## config.mk

```make
export PLATFORM = sky130hd
export DESIGN_NAME = game_sequencer
export DESIGN_NICKNAME = d
export VERILOG_FILES = /design/src/rtl/game_pkg.sv /design/src/rtl/btn_edge.sv /design/src/rtl/game_sequencer.sv
export SDC_FILE = /design/constraint.sdc
export NUM_CORES = 1
export LEC_CHECK = 0
export BUFFER_PORTS_ARGS = -buffer_cell sky130_fd_sc_hd__buf_2
export CAP_MARGIN = 15
export CORE_ASPECT_RATIO = 1.75
export CORE_UTILIZATION = 54
export CTS_CLUSTER_DIAMETER = 40
export DETAILED_ROUTE_END_ITERATION = 10
export GPL_TIMING_DRIVEN = 0
export PLACE_DENSITY = 0.75
export SLEW_MARGIN = 15
export SYNTH_ARGS = -nofsm -noshare
export SYNTH_HDL_FRONTEND = slang
export SYNTH_HIERARCHICAL = 1
export SYNTH_SLANG_ARGS = --single-unit
```

## constraint.sdc

```tcl
create_clock -name clk -period 4 [get_ports clk]
set_clock_uncertainty 0.2 [all_clocks]
set_input_delay 0.4 -clock clk [delete_from_list [all_inputs] [get_ports clk]]
set_output_delay 0.4 -clock clk [all_outputs]
set_load 0.02 [all_outputs]
```

## src/rtl/game_pkg.sv

```systemverilog
// Shared definitions for the zombie-lane game sequencer.
// Holds the FSM state encoding, the lane count and the counter widths
// used by game_sequencer and its button edge detector.
package game_pkg;

    localparam int LANES   = 3;
    localparam int SCORE_W = 8;
    localparam int MISS_W  = 2;
    localparam int CNT_W   = 8;

    localparam logic [SCORE_W-1:0] SCORE_MAX = '1;

    typedef enum logic [2:0] {
        S_IDLE,
        S_SPAWN_WAIT,
        S_RAND,
        S_UP,
        S_OVER
    } state_e;

endpackage

```

## src/rtl/btn_edge.sv

```systemverilog
// Registered rising-edge detector for the lane buttons.
// Ports:
//   clk, rst  - clock and asynchronous active-low reset
//   btn       - debounced button levels, one bit per lane
//   press     - btn bits that are high now and were low last cycle
module btn_edge
    import game_pkg::*;
(
    input  logic             clk,
    input  logic             rst,
    input  logic [LANES-1:0] btn,
    output logic [LANES-1:0] press
);

    logic [LANES-1:0] prev_q;
    logic [LANES-1:0] prev_d;

    always_comb prev_d = btn;

    // NOTE: state flops use non-blocking assignment so every register
    // samples the pre-edge values of its neighbours.
    always_ff @(posedge clk or negedge rst) begin
        if (!rst) prev_q <= '0;
        else      prev_q <= prev_d;
    end

    assign press = btn & ~prev_q;

endmodule

```

## src/rtl/game_sequencer.sv

```systemverilog
// Whack-a-zombie game sequencer.
// Waits SPAWN_TICKS game ticks, requests a random lane, raises a zombie on
// that lane for up to UP_TICKS ticks and scores a hit when the lane's button
// is pressed. MAX_MISS timeouts end the game.
// Ports:
//   clk, rst            - clock and asynchronous active-low reset
//   tick                - one-cycle game-rate strobe
//   btn[2:0]            - debounced lane buttons
//   rand_req/ack/num    - random-lane request handshake
//   ready/gaming/gameover - registered state indications
//   zombie_up[2:0]      - one-hot raised lane, 0 when none is up
//   shift               - one-cycle pulse per hit
//   score, miss_cnt     - hit count (saturating) and miss count
module game_sequencer
    import game_pkg::*;
#(
    parameter int SPAWN_TICKS = 50,
    parameter int UP_TICKS    = 30,
    parameter int MAX_MISS    = 3
) (
    input  logic               clk,
    input  logic               rst,
    input  logic               tick,
    input  logic [LANES-1:0]   btn,
    output logic               rand_req,
    input  logic               rand_ack,
    input  logic [1:0]         rand_num,
    output logic               ready,
    output logic               gaming,
    output logic               gameover,
    output logic [LANES-1:0]   zombie_up,
    output logic               shift,
    output logic [SCORE_W-1:0] score,
    output logic [MISS_W-1:0]  miss_cnt
);

    localparam logic [CNT_W-1:0]  SPAWN_LIM = CNT_W'(SPAWN_TICKS);
    localparam logic [CNT_W-1:0]  UP_LIM    = CNT_W'(UP_TICKS);
    localparam logic [MISS_W-1:0] MISS_LIM  = MISS_W'(MAX_MISS);

    state_e             state_q, state_d;
    logic [CNT_W-1:0]   cnt_q, cnt_d;
    logic [SCORE_W-1:0] score_q, score_d;
    logic [MISS_W-1:0]  miss_q, miss_d;
    logic [LANES-1:0]   zombie_q, zombie_d;
    logic               rand_req_q, rand_req_d;
    logic               shift_q, shift_d;
    logic               ready_q, ready_d;
    logic               gaming_q, gaming_d;
    logic               gameover_q, gameover_d;
    logic               rel_seen_q, rel_seen_d;

    logic [LANES-1:0]   press;
    logic [CNT_W-1:0]   cnt_inc;
    logic [MISS_W-1:0]  miss_inc;
    logic               any_press, hit, timeout, spawn_done;
    logic               rand_take, rand_ok, leave_over;

    btn_edge u_btn_edge (
        .clk   (clk),
        .rst   (rst),
        .btn   (btn),
        .press (press)
    );

    assign cnt_inc    = cnt_q + 1'b1;
    assign miss_inc   = miss_q + 1'b1;
    assign any_press  = |press;
    assign hit        = (state_q == S_UP) && |(press & zombie_q);
    assign timeout    = (state_q == S_UP) && tick && (cnt_inc == UP_LIM);
    assign spawn_done = (state_q == S_SPAWN_WAIT) && tick && (cnt_inc == SPAWN_LIM);
    // An ack only counts while the request is actually raised.
    assign rand_take  = (state_q == S_RAND) && rand_req_q && rand_ack;
    assign rand_ok    = rand_take && (rand_num != 2'd3);
    assign leave_over = (state_q == S_OVER) && any_press && rel_seen_q;

    // State register
    always_ff @(posedge clk or negedge rst) begin
        if (!rst) state_q <= S_IDLE;
        else      state_q <= state_d;
    end

    // Next-state logic
    always_comb begin
        // NOTE: every combinational output gets a default first so no
        // path leaves it unassigned and no latch is inferred.
        state_d = state_q;
        unique case (state_q)
            S_IDLE:       if (any_press)  state_d = S_SPAWN_WAIT;
            S_SPAWN_WAIT: if (spawn_done) state_d = S_RAND;
            S_RAND:       if (rand_ok)    state_d = S_UP;
            S_UP: begin
                // A hit wins over a timeout landing on the same cycle.
                if (hit)          state_d = S_SPAWN_WAIT;
                else if (timeout) state_d = (miss_inc == MISS_LIM) ? S_OVER : S_SPAWN_WAIT;
            end
            S_OVER:       if (leave_over) state_d = S_IDLE;
            default:      state_d = S_IDLE;
        endcase
    end

    // Output / datapath logic, registered below
    always_comb begin
        cnt_d      = cnt_q;
        score_d    = score_q;
        miss_d     = miss_q;
        zombie_d   = zombie_q;
        shift_d    = 1'b0;
        ready_d    = (state_d == S_IDLE);
        gaming_d   = (state_d == S_SPAWN_WAIT) || (state_d == S_RAND) || (state_d == S_UP);
        gameover_d = (state_d == S_OVER);
        // Dropping for the cycle after any taken ack gives the one-cycle
        // gap before a retry when the lane value is discarded.
        rand_req_d = (state_d == S_RAND) && !rand_take;
        // Release must be seen on a cycle already spent in OVER.
        rel_seen_d = (state_q == S_OVER) && (state_d == S_OVER) &&
                     (rel_seen_q || (btn == '0));

        unique case (state_q)
            S_IDLE: begin
                if (any_press) begin
                    cnt_d   = '0;
                    score_d = '0;
                    miss_d  = '0;
                end
            end
            S_SPAWN_WAIT: begin
                if (tick) cnt_d = spawn_done ? '0 : cnt_inc;
            end
            S_RAND: begin
                if (rand_ok) begin
                    zombie_d = LANES'(3'b001 << rand_num);
                    cnt_d    = '0;
                end
            end
            S_UP: begin
                if (hit) begin
                    score_d  = (score_q == SCORE_MAX) ? score_q : score_q + 1'b1;
                    shift_d  = 1'b1;
                    zombie_d = '0;
                    cnt_d    = '0;
                end else if (timeout) begin
                    miss_d   = miss_inc;
                    zombie_d = '0;
                    cnt_d    = '0;
                end else if (tick) begin
                    cnt_d = cnt_inc;
                end
            end
            default: ;
        endcase
    end

    always_ff @(posedge clk or negedge rst) begin
        if (!rst) begin
            cnt_q      <= '0;
            score_q    <= '0;
            miss_q     <= '0;
            zombie_q   <= '0;
            rand_req_q <= 1'b0;
            shift_q    <= 1'b0;
            ready_q    <= 1'b1;
            gaming_q   <= 1'b0;
            gameover_q <= 1'b0;
            rel_seen_q <= 1'b0;
        end else begin
            cnt_q      <= cnt_d;
            score_q    <= score_d;
            miss_q     <= miss_d;
            zombie_q   <= zombie_d;
            rand_req_q <= rand_req_d;
            shift_q    <= shift_d;
            ready_q    <= ready_d;
            gaming_q   <= gaming_d;
            gameover_q <= gameover_d;
            rel_seen_q <= rel_seen_d;
        end
    end

    assign rand_req  = rand_req_q;
    assign ready     = ready_q;
    assign gaming    = gaming_q;
    assign gameover  = gameover_q;
    assign zombie_up = zombie_q;
    assign shift     = shift_q;
    assign score     = score_q;
    assign miss_cnt  = miss_q;

endmodule

```

; Word level (Yosys, flattened, before mapping)
; Cells that the tools add are included.
[totals]
regBits = 33
latch_bits = 0
ramBits = 0
mem_bits_ro = 0
input_bits = 9
output_inout_bits = 18
word_cells = 99
mem_count = 0
[classes]
addsub = 3
multipliers = 0
n_div = 0
magnitude_cmp = 0
eq_ne = 22
shifts = 1
mux = 29
bitwise_logic = 3
n_reduce_logical = 29
[ops]
columns = op, n
row1 = 2-to-1 mux 8 bit, 9
row2 = one-hot mux 8 bit (4 select lines), 1
row3 = 2-to-1 mux 3 bit, 10
row4 = "adder 8 x 1 -> 8 bit, second input constant", 2
row5 = "inequality test 2 bit, second input constant", 8
row6 = one-hot mux 8 bit (2 select lines), 1
row7 = one-hot mux 3 bit (5 select lines), 1
row8 = logical AND 1 bit, 13
row9 = "equality test 3 x 2 -> 1 bit, second input constant", 4
row10 = logical NOT 3 bit, 3
row11 = "equality test 8 x 5 -> 1 bit, second input constant", 1
row12 = "equality test 8 x 6 -> 1 bit, second input constant", 1
row13 = "equality test 8 bit, second input constant", 1
row14 = AND reduction 4 bit, 2
row15 = AND 3 bit, 2
row16 = "equality test 3 x 1 -> 1 bit, second input constant", 2
row17 = "equality test 3 bit, second input constant", 2
row18 = 2-to-1 mux 2 bit, 3
row19 = one-hot mux 3 bit (2 select lines), 1
row20 = OR reduction 3 bit, 2
row21 = AND reduction 5 bit, 1
row22 = "inequality test 4 bit, second input constant", 1
row23 = one-hot mux 2 bit (2 select lines), 1
row24 = nonzero test 2 bit, 2
row25 = 10 further kinds, 13

; Logic depth before layout (Yosys ltp)
; Gate-level depths: netlist of run 1.
[logic_depth]
word_depth = 10
depth_mapped = 8
mapped_depth_nobuf = 7

; By module
; Netlist of run 1, hierarchy kept.
[by_module_without_submodules]
columns = module, n_inst, cells_each, area_each_um2
row1 = game_sequencer, 1, 179, 1676.6
row2 = btn_edge, 1, 6, 116.4

; Worst setup path after synthesis of run 1
; OpenSTA, ideal clock, no wires.
[synth_path]
path_type = flip-flop to flip-flop
start = reg cnt_q[0]
end = reg gaming_q (netlist: gaming)
setup_ns = 0.124
arrival_ns = 2.187
t_required_ns = 3.676
slack_ns = 1.488
path_stages_with_launch = 8
n_path_buf = 0
synth_period_minus_slack_ns = 2.512
path_cell_list = dfrtp_1 -> ha_1 -> nand3_2 -> xor2_1 -> or2_1 -> o31a_1 -> or3_4 -> or2_1
[synth_via]
elab_chain_cells = 9
word_cells_on_any_way = 14
[synth_rtl]
columns = item, line
row1 = start: declaration, game_sequencer.sv:42  ; logic [CNT_W-1:0] cnt_q, cnt_d;
row2 = start signal: assignment, game_sequencer.sv:167  ; cnt_q <= cnt_d;
row3 = adder 8 x 1 -> 8 bit (*), game_sequencer.sv:66  ; assign cnt_inc = cnt_q + 1'b1;
row4 = equality test 8 x 5 -> 1 bit, game_sequencer.sv:70  ; assign timeout = (state_q == S_UP) && tick && (cnt_inc == UP_LIM);
row5 = logical AND 1 bit, game_sequencer.sv:70
row6 = 2-to-1 mux 3 bit, game_sequencer.sv:95  ; else if (timeout) state_d = (miss_inc == MISS_LIM) ? S_OVER : S_SPAWN_WAIT;
row7 = 2-to-1 mux 3 bit, game_sequencer.sv:94  ; if (hit) state_d = S_SPAWN_WAIT;
row8 = one-hot mux 3 bit (5 select lines) (*), game_sequencer.sv:88  ; unique case (state_q)
row9 = net state_d[0], game_sequencer.sv:41  ; state_e state_q, state_d;
row10 = equality test 3 x 1 -> 1 bit or equality test 3 x 2 -> 1 bit (tied branches), game_sequencer.sv:110  ; gaming_d = (state_d == S_SPAWN_WAIT) || (state_d == S_RAND) || (state_d == S_UP);
row11 = logical OR 1 bit, game_sequencer.sv:110
row12 = logical OR 1 bit (*), game_sequencer.sv:110
row13 = net gaming_d, game_sequencer.sv:49  ; logic gaming_q, gaming_d;
row14 = end signal: assignment, game_sequencer.sv:174  ; gaming_q <= gaming_d;
row15 = end: declaration, game_sequencer.sv:49
; The timed path passes the listed nets; every way through them passes the cells marked *.
; A chain may end at the register's enable or synchronous reset.

; Worst setup path after layout of run 1
[layout_path]
start = reg cnt_q[0]
end = reg cnt_q[4]
[layout_via]
elab_chain_cells = 6
word_cells_on_any_way = 13
[layout_rtl]
columns = item, line
row1 = adder 8 x 1 -> 8 bit (*), game_sequencer.sv:66
row2 = equality test 8 x 5 -> 1 bit or equality test 8 x 6 -> 1 bit (tied branches), "game_sequencer.sv:70, game_sequencer.sv:71"
row3 = "logical AND 1 bit, on equally long branches", "game_sequencer.sv:70, game_sequencer.sv:71"
row4 = "2-to-1 mux 8 bit, on equally long branches", "game_sequencer.sv:142, game_sequencer.sv:128"
row5 = "2-to-1 mux 8 bit, on equally long branches", "game_sequencer.sv:137, game_sequencer.sv:128"
row6 = one-hot mux 8 bit (4 select lines), game_sequencer.sv:119  ; unique case (state_q)
; Mark *: on every way between the ends. The rest lies on a longest branch, timed or not. The select of a mux whose other input is x is not followed.

==> key figures, run 1 <==
Synthesis
  • Main area contributors after synthesis: dfrtp_1, nand2_1, nor2_1, xor2_1, o211ai_1
  • Post-synth EDFFs: 0
  • Top_reg_cell synth: dfrtp_1
  • Syn Nets: 198
  • Netlist cell types: 50
  • Syn_area_per_cell: 9.69 sq um
  • Adder-cell area share of the yosys netlist: 2.79%
  • Synth Area in Simple Gates: 27.4%
  • Sequential element share of the synthesized area: 46.1%
  • Compound-gate portion of the synthesized area: 15.7%
  • Synth top area share: 44.7%
  • Async set-reset flop share out of synthesis: 100%
  • Commonest cells in the netlist: dfrtp_1, nand2_1, nor2_1
  • Multiplexer area fraction after synthesis: 1.19%
  • Top-count cell post-synth: dfrtp_1
  • Number of synthesized register bits: 33
  • Yosys top cell by area: dfrtp_1
  • Post-Synth XOR/XNOR Area: 3.42%
  • Synth warn: 6
  • Post-Synthesis Cells: 185
  • Post-synthesis cell area: 1790 sq um
  • Largest family of logic cells by synthesized area: simple AND/OR/NAND/NOR gates

Clock network
  • Max Buffers Root-to-Sink: 2
  • Sink Count: 33
  • TritonCTS clock tree: yes
  • PostCTS Resize Cnt: 0
  • Clock transition at the registers of the reported paths: 0.07 ns
  • TritonCTS Buffers: 5
  • Clock latency at the later pin of the worst-skew pair: 0.29 ns
  • Hold buffer count at CTS: 1
  • Clk root buf: clkbuf_8
  • Post-CTS Setup Bufs: 0
  • H-Tree Depth: 2

GRT
  • Vias in the first global route: 1547
  • Antenna violations before repair: 0
  • Grt ovf: 0
  • Tot GR Track Use: 26.7%
  • First-pass GRT wire length: 6820 um
  • Largest net degree at the start of global routing: 34

Hold path
  • Hold path start: btn[2]
  • WHS Endpoint: u_btn_edge/prev_q[2]
  • Hold path cells: 1
  • Worst Hold Class: input port to register

Worst setup path
  • WS Path Type: register to register
  • Worst R2R Path Depth: 8
  • CP Data Arrival Time: 2.79 ns
  • CP Max Fanout: 8
  • CP Data Required Time: 3.95 ns
  • Critical Path End Type: register
  • Critical path startpoint category: register
  • Setup slack, reg-to-reg: 1.16 ns
  • Worst R2R End: cnt_q[4]
  • R2r startpoint: cnt_q[0]

STA
  • RSZ-0062 raised after global routing: no
  • Fin crit share: 70.9%
  • Fin Setup TNS: 0 ns
  • Fin. max-slew vios: 0
  • Setup ws final: 1.16 ns
  • Worst-margin pin slew: 0.744 ns
  • Final setup fails: 0
  • Fmax achieved: 353 MHz
  • Headroom to the max-slew limit: 50.4%
  • Final hold vios: 0
  • Final Critical Period: 2.84 ns

Die
  • Initial Util: 57.1%
  • Die Y: 78.2 um
  • I/O pin count: 27
  • Cell row count: 27
  • DIE AREA: 3560 sq um
  • Die Wd: 45.6 um
  • Core area: 3140 sq um

Power
  • P_sw: 0.000541 W
  • Sw Ratio: 41.2%
  • VDD IR max: 0.000400 V
  • Static Leak: 0.990 nW
  • Power density over the cells: 629 nW/um^2
  • Combinational power share: 40.7%
  • Clock power frac: 21.2%
  • Seq pwr share: 38.1%
  • Cell Int Power: 0.000773 W

Placement
  • Pre-CTS setup slack: 1.19 ns
  • GPL Wtd Cong: 0.964
  • Number of I/O port buffers: 26
  • DP HPWL: 3060 um

Drt
  • Via count: 1555
  • Initial drt markers: 43
  • First drt pass iteration count: 4
  • Remaining DRCs: 0
  • Avg Vias per Cell: 5.91
  • DRT antenna net count: 0
  • Routed wire length per instance: 15.6 um
  • Final WL: 4100 um

Outcome
  • Status: finished clean

Layout
  • Util after Layout: 66.5%
  • Layout cell share with drive strength beyond 1: 22.3%
  • Ant. Diodes: 0
  • # nets final: 232
  • Area growth syn-to-layout: 16.5%

Job
  • Maxcap violations: 0
-- cell families (layout without fill, tap and decap cells) --
family                     Yosys count  in the layout
xor gates and xnor gates             7              7
buffers and inverters               14             49
muxes                                2              2
and+or+nand+nor                     89             89
DFF                                 33             33
AOI/OAI and AO/OA                   36             36
adders and majority gates            4              4
-- area by class of cell --
type	instances	area, sq um
repair buffers	27	140
well taps	43	53.8
multi-input cells	138	905
clock buffers	7	96.3
inverters	8	30.0
clock inverters	1	5.00
fillers	257	1050
plain buffers	6	31.3
flip-flops and latches	33	827
-- worst max-delay path, stage by stage (launching register included) --
cell and delay [ns]:
dfrtp_1 0.51, ha_1 0.35, nand3_2 0.14, xor2_1 0.20, a2111oi_4 0.49, nor2b_1 0.08
buf_2 0.19, o21ai_1 0.34, o221ai_1 0.20
-- per-layer routing --
| metal | up-vias | part of all wire [%] | track usage [%] |
|---|---|---|---|
| met1 | 755 | 36 | 26.4 |
| met4 | 0 | 4.0 | 15.2 |
| met2 | 51 | 56 | 48.1 |
| met3 | 16 | 3.5 | 4.83 |
| li1 | 733 | - | - |
| met5 | - | 0 | 0 |
-- power by group through the flow --
stage | registers [W] | clock network [W] | logic [W]
after CTS | 0.000500 | 0.000283 | 0.000530
after global placement | 0.000499 | 0 | 0.000508
after detailed placement | 0.000505 | 0 | 0.000527
after floorplan | 0.000521 | 0 | 0.000363
final | 0.000500 | 0.000279 | 0.000534
after global routing | 0.000511 | 0.000296 | 0.000592
-- per-stage QoR --
stage | area (sq um) | hold slack [ns] | total power (W) | std cells
4_1_cts | 2090 | 0.0418 | 0.00131 | 263
6_report | 2090 | 0.0436 | 0.00131 | 263
2_1_floorplan | 1790 | -0.0956 | 0.000884 | 185
3_5_place_dp | 1980 | 0.296 | 0.00103 | 254
5_1_grt | 2090 | 0.0439 | 0.00140 | 263
3_3_place_gp | 1980 | 0.280 | 0.00101 | 254
-- registers in the layout, indices dropped and copies added (netlist names) --
name,cells
cnt_q,8
score,8
state_q,3
u_btn_edge/prev_q,3
zombie_up,3
miss_cnt,2
gameover,1
gaming,1
rand_req,1
ready,1
rel_seen_q,1
shift,1
-- worst max-delay path by stage --
stage	from	end	slack (ns)	cells after the start
final	cnt_q[0]	cnt_q[4]	1.16	8
after global routing	cnt_q[0]	cnt_q[4]	0.96	8
after CTS	cnt_q[0]	cnt_q[4]	1.15	8
after detailed placement	cnt_q[0]	cnt_q[4]	1.19	8
after global placement	cnt_q[0]	gaming	1.25	7
after floorplan	cnt_q[0]	gaming	1.49	7
-- cells in the final DEF (no fill, tap or decap), drive strengths merged, types with 6 or more instances in the layout --
cell type / netlist / final
nor2b: 6 / 6
clkbuf: 3 / 10
nor3: 6 / 6
nand2: 20 / 20
xor2: 7 / 7
nand4: 6 / 6
o21ai: 9 / 9
dfrtp: 32 / 32
nand3: 10 / 10
buf: 3 / 29
nor2: 17 / 17
inv: 8 / 8
o211ai: 7 / 7
Note: power is estimated with default switching activity, not from simulation.
==> run 2, diff against run 1 <==
Settings changed: ABC_AREA from default to 1, CORE_UTILIZATION 54 to 51, PLACE_DENSITY 0.75 to 0.74.
Clock period 4 ns to 2.4 ns, I/O delays scaled along.
==> key figures, run 2 <==
Outcome
  • Status: finished clean

Synthesis
  • Synth warn: 6
  • Top-count cell post-synth: nand2_1
  • Yosys top cell by area: dfrtp_1
  • Main area contributors after synthesis: dfrtp_1, nand2_1, nand3_1, inv_1, o21ai_2
  • Post-Synth XOR/XNOR Area: 1.86%
  • Post-synth EDFFs: 0
  • Synth Area in Simple Gates: 34.4%
  • Synth top area share: 42.6%
  • Syn Nets: 245
  • Sequential element share of the synthesized area: 43.9%
  • Commonest cells in the netlist: nand2_1, dfrtp_1, inv_1
  • Post-synthesis cell area: 1880 sq um
  • Largest family of logic cells by synthesized area: simple AND/OR/NAND/NOR gates
  • Syn_area_per_cell: 8.11 sq um
  • Netlist cell types: 29
  • Number of synthesized register bits: 33
  • Post-Synthesis Cells: 232
  • Multiplexer area fraction after synthesis: 0%
  • Compound-gate portion of the synthesized area: 9.97%
  • Adder-cell area share of the yosys netlist: 2.66%
  • Async set-reset flop share out of synthesis: 100%
  • Top_reg_cell synth: dfrtp_1

Die
  • DIE AREA: 3950 sq um
  • Core area: 3470 sq um
  • I/O pin count: 27
  • Die Y: 82.4 um
  • Cell row count: 28
  • Die Wd: 47.9 um
  • Initial Util: 54.3%

STA
  • Fmax achieved: 458 MHz
  • Final hold vios: 0
  • Fin crit share: 90.9%
  • Fin. max-slew vios: 0
  • Final Critical Period: 2.18 ns
  • Fin Setup TNS: 0 ns
  • Final setup fails: 0
  • RSZ-0062 raised after global routing: no
  • Headroom to the max-slew limit: 51.2%
  • Setup ws final: 0.218 ns
  • Worst-margin pin slew: 0.732 ns

GRT
  • Vias in the first global route: 1448
  • First-pass GRT wire length: 6150 um
  • Grt ovf: 0
  • Antenna violations before repair: 0
  • Largest net degree at the start of global routing: 34
  • Tot GR Track Use: 22.3%

Layout
  • # nets final: 282
  • Area growth syn-to-layout: 17.0%
  • Commonest non-fill, non-tap cell in the layout: nand2_1
  • FF/Latch Area: 828 sq um
  • # fillers: 315
  • Ant. Diodes: 0
  • Most frequent cells in the layout: nand2_1, dfrtp_1, inv_1, buf_2, nand3_1
  • Util after Layout: 63.5%
  • Layout cell share with drive strength beyond 1: 25.7%
  • Multi-input gate area: 925 sq um

Worst setup path
  • Slowest cell on the critical path: dlygate4sd3_1
  • Critical path startpoint category: input port
  • Critical Path End Type: register
  • CP Data Required Time: 2.38 ns
  • WS Path Type: input port to register
  • CP Data Arrival Time: 2.16 ns
  • Crit-path leading delay family: buffers and inverters
  • Max incr delay on CP: 0.53 ns
  • Critical-path cell list: dlygate4sd3_1, buf_2, inv_1, nor2_2, nor3_2, nor2_1, inv_1, nand2_1, nand3_2, inv_2, nand2_2, xor2_1, nor2_1
  • CP Max Fanout: 10
  • CP Buf/Inv Count: 5

Drt
  • Avg Vias per Cell: 5.11
  • First drt pass iteration count: 4
  • Via count: 1603
  • Remaining DRCs: 0
  • Final WL: 3690 um
  • Routed wire length per instance: 11.7 um
  • Initial drt markers: 27
  • DRT antenna net count: 0

Job
  • Maxcap violations: 0

Clock network
  • H-Tree Depth: 2
  • Max Buffers Root-to-Sink: 2
  • Sink Count: 33
  • Post-CTS Setup Bufs: 0
  • TritonCTS clock tree: yes
  • Clock latency at the later pin of the worst-skew pair: 0.29 ns
  • TritonCTS Buffers: 5
  • Clock transition at the registers of the reported paths: 0.07 ns
  • Clk root buf: clkbuf_8

Power
  • Static Leak: 1.08 nW
  • Power density over the cells: 608 nW/um^2
  • VDD IR max: 0.000428 V

Placement
  • Pre-CTS setup slack: 0.218 ns
  • Number of I/O port buffers: 26
  • DP HPWL: 2870 um
  • GPL Wtd Cong: 0.805

Hold path
  • Worst Hold Class: input port to register
==> run 2: cell types whose count changed after synthesis, sizes merged, moves of 3 or more <==
cell / previous run / this run
nand2: 20 / 67
inv: 8 / 31
nand3: 10 / 25
o21ai: 9 / 18
nor2: 17 / 24
nor2b: 6 / 0
o211ai: 7 / 1
or2: 5 / 0
and3: 4 / 0
xor2: 7 / 3
clkbuf: 3 / 0
o31ai: 0 / 3
or3: 3 / 0
==> run 2: final timing paths <==
path                           endpoint  cells past startpoint  slack, ns   startpoint
setup / recovery               score[3]                     13       0.22       btn[0]
hold / removal             zombie_up[2]                      3       0.05  rand_num[1]
setup reg to reg               score[3]                      9       0.28     score[0]
hold reg to reg                cnt_q[7]                      2       0.31     cnt_q[7]
max in group asynchronous      cnt_q[0]                      2       1.14          rst
min in group asynchronous      score[4]                      2       0.34          rst
==> run 2: worst min-delay path, stage by stage <==
cell	delay, ns
buf_2	0.11
nand3_1	0.07
o21ai_0	0.07
==> run 2: routing by layer <==
| metal | vias up | part of all wire, % | global-route usage [%] |
|---|---|---|---|
| met5 | - | 0 | 0 |
| met4 | 0 | 1.8 | 8.33 |
| met3 | 7 | 2.8 | 5.22 |
| met2 | 22 | 58 | 39.5 |
| met1 | 751 | 37 | 24.4 |
| li1 | 823 | - | - |
==> run 2: final cells by class <==
type / instances / share of cell area (%)
clock buffers: 7 / 3.92
inverters: 32 / 5.46
flip-flops and latches: 33 / 37.6
repair buffers: 30 / 7.73
plain buffers: 2 / 0.682
well taps: 45 / 2.56
multi-input cells: 165 / 42.0
==> run 2: cell families (layout without fill, tap and decap cells) <==
group,count (synthesis),in the layout
simple gates,129,129
buf+inv,34,71
compound gates,28,28
xor+xnor,4,4
fa+ha+maj,4,4
flops,33,33
==> run 2: power breakdown <==
group	switching, W	total, W	internal [W]
logic	0.000175	0.000275	0.000100
clock network	0.000190	0.000417	0.000227
registers	0.0000461	0.000646	0.000600
total	0.000411	0.00134	0.000927
==> run 2: timing repair <==
item / CTS / global route
hold endpoints to repair: 35 / 0
endpoints found under the setup margin: 0 / 4
resized for setup: 0 / 2
hold buffers: 4 / 0
==> run 2: stage by stage <==
| stage | hold slack [ns] | total power, W | std cells | instance area, sq um |
|---|---|---|---|---|
| 6_report | 0.0510 | 0.00134 | 314 | 2200 |
| 5_1_grt | 0.0746 | 0.00143 | 314 | 2200 |
| 4_1_cts | 0.0548 | 0.00136 | 314 | 2190 |
| 3_5_place_dp | 0.144 | 0.000930 | 303 | 2070 |
| 3_3_place_gp | 0.140 | 0.000923 | 303 | 2070 |
| 2_1_floorplan | -0.256 | 0.000858 | 232 | 1880 |
==> run 3, diff against run 2 <==
Settings changed: RECOVER_POWER from default to 100.
==> key figures, run 3 (synthesis gave the netlist of run 2 again) <==
STA
  • Final Critical Period: 2.21 ns
  • Worst-margin pin slew: 0.821 ns
  • Final setup fails: 0
  • Headroom to the max-slew limit: 45.3%
  • Fin. max-slew vios: 0
  • RSZ-0062 raised after global routing: no
  • Final hold vios: 0
  • Fin Setup TNS: 0 ns
  • Fmax achieved: 452 MHz
  • Setup ws final: 0.186 ns
  • Fin crit share: 92.2%

Worst setup path
  • Critical Path End Type: register
  • Critical path startpoint category: input port
  • CP Data Arrival Time: 2.19 ns
  • CP Data Required Time: 2.38 ns
  • WS Path Type: input port to register
  • CP Max Fanout: 10

Drt
  • First drt pass iteration count: 4
  • Via count: 1597
  • Routed wire length per instance: 11.9 um
  • DRT antenna net count: 0
  • Initial drt markers: 31
  • Remaining DRCs: 0
  • Avg Vias per Cell: 5.09
  • Final WL: 3740 um

Hold path
  • Worst Hold Class: input port to register

GRT
  • Tot GR Track Use: 22.3%
  • Antenna violations before repair: 0
  • First-pass GRT wire length: 6150 um
  • Grt ovf: 0
  • Largest net degree at the start of global routing: 34
  • Vias in the first global route: 1448

Clock network
  • Clk root buf: clkbuf_8
  • TritonCTS clock tree: yes
  • Clock latency at the later pin of the worst-skew pair: 0.29 ns
  • Post-CTS Setup Bufs: 0
  • TritonCTS Buffers: 5
  • Sink Count: 33
  • Clock transition at the registers of the reported paths: 0.07 ns
  • Max Buffers Root-to-Sink: 2
  • H-Tree Depth: 2

Power
  • Clock power frac: 31.3%
  • Total power: 0.00133 W
  • Power density over the cells: 616 nW/um^2
  • Combinational power share: 20.2%
  • Seq pwr share: 48.5%
  • Static Leak: 0.995 nW
  • VDD IR max: 0.000439 V
  • Cell Int Power: 0.000924 W
  • Sw Ratio: 30.7%
  • P_sw: 0.000408 W

Layout
  • # nets final: 282
  • Layout Cells excl Fill: 314
  • Ant. Diodes: 0
  • Area growth syn-to-layout: 14.9%
  • Most frequent cells in the layout: nand2_1, dfrtp_1, inv_1, clkbuf_1, nand3_1
  • Layout cell share with drive strength beyond 1: 16.7%
  • Commonest non-fill, non-tap cell in the layout: nand2_1

Placement
  • GPL Wtd Cong: 0.805
  • Number of I/O port buffers: 26
  • Pre-CTS setup slack: 0.218 ns
  • Dpl cells: 303
  • DP HPWL: 2870 um

Die
  • Die Wd: 47.9 um
  • Initial Util: 54.3%
  • I/O pin count: 27
  • DIE AREA: 3950 sq um
  • Die Y: 82.4 um
  • Core area: 3470 sq um
  • Cell row count: 28

Job
  • Maxcap violations: 0

Outcome
  • Status: finished clean
==> run 3: cell count changes in the layout (fill, tap and decap cells not counted), sizes merged <==
cell    previous run  this run
buf               28         6
clkbuf             7        29
==> run 3: worst paths after layout <==
path / startpoint / to / slack, ns / cells after the start
hold reg to reg: cnt_q[7] / cnt_q[7] / 0.31 / 2
max in group asynchronous: rst / cnt_q[0] / 1.06 / 2
hold / removal: rand_num[1] / zombie_up[2] / 0.05 / 3
setup reg to reg: score[0] / score[3] / 0.25 / 9
setup / recovery: btn[2] / score[5] / 0.19 / 13
min in group asynchronous: rst / score[2] / 0.37 / 2
==> run 3: power groups by stage <==
stage	sequential, W	clock (W)	combinational, W
6_report	0.000646	0.000417	0.000268
4_1_cts	0.000644	0.000430	0.000281
5_1_grt	0.000654	0.000455	0.000311
3_3_place_gp	0.000654	0	0.000269
3_5_place_dp	0.000655	0	0.000275
2_1_floorplan	0.000650	0	0.000207
==> run 3: stage by stage <==
stage / area (sq um) / hold WS, ns / utilization (%)
global route: 2160 / 0.0746 / 62.3
detailed placement: 2070 / 0.144 / 59.6
global placement: 2070 / 0.140 / 59.6
finish: 2160 / 0.0539 / 62.3
floorplan: 1880 / -0.256 / -
CTS: 2190 / 0.0548 / 63.3
==> run 3: per-layer routing <==
layer / wire length, um / GRT usage, %
met1: 1400 / 24.4
met2: 2170 / 39.5
met3: 100 / 5.22
met4: 68 / 8.33
met5: 0 / 0
==> run 3: final cells by class <==
type	instances	area [sq um]
plain buffers	2	15.0
clock buffers	7	86.3
fillers	319	1310
inverters	32	120
multi-input cells	165	912
flip-flops and latches	33	828
well taps	45	56.3
repair buffers	30	144
==> run 3: what timing repair did <==
action | CTS | global route
resized for setup | 0 | 2
hold endpoints to repair | 35 | 0
setup endpoints to repair | 0 | 4
hold buffers | 4 | 0
==> run 3: worst max-delay path, stage by stage <==
cell and delay, ns:
dlygate4sd3_1 0.52, clkbuf_1 0.15, inv_1 0.07, nor2_2 0.12
nor3_2 0.07, nor2_1 0.15, inv_1 0.13, nand2_1 0.10
nand3_2 0.19, inv_2 0.13, nand2_1 0.08, o21ai_0 0.18
a21oi_1 0.06
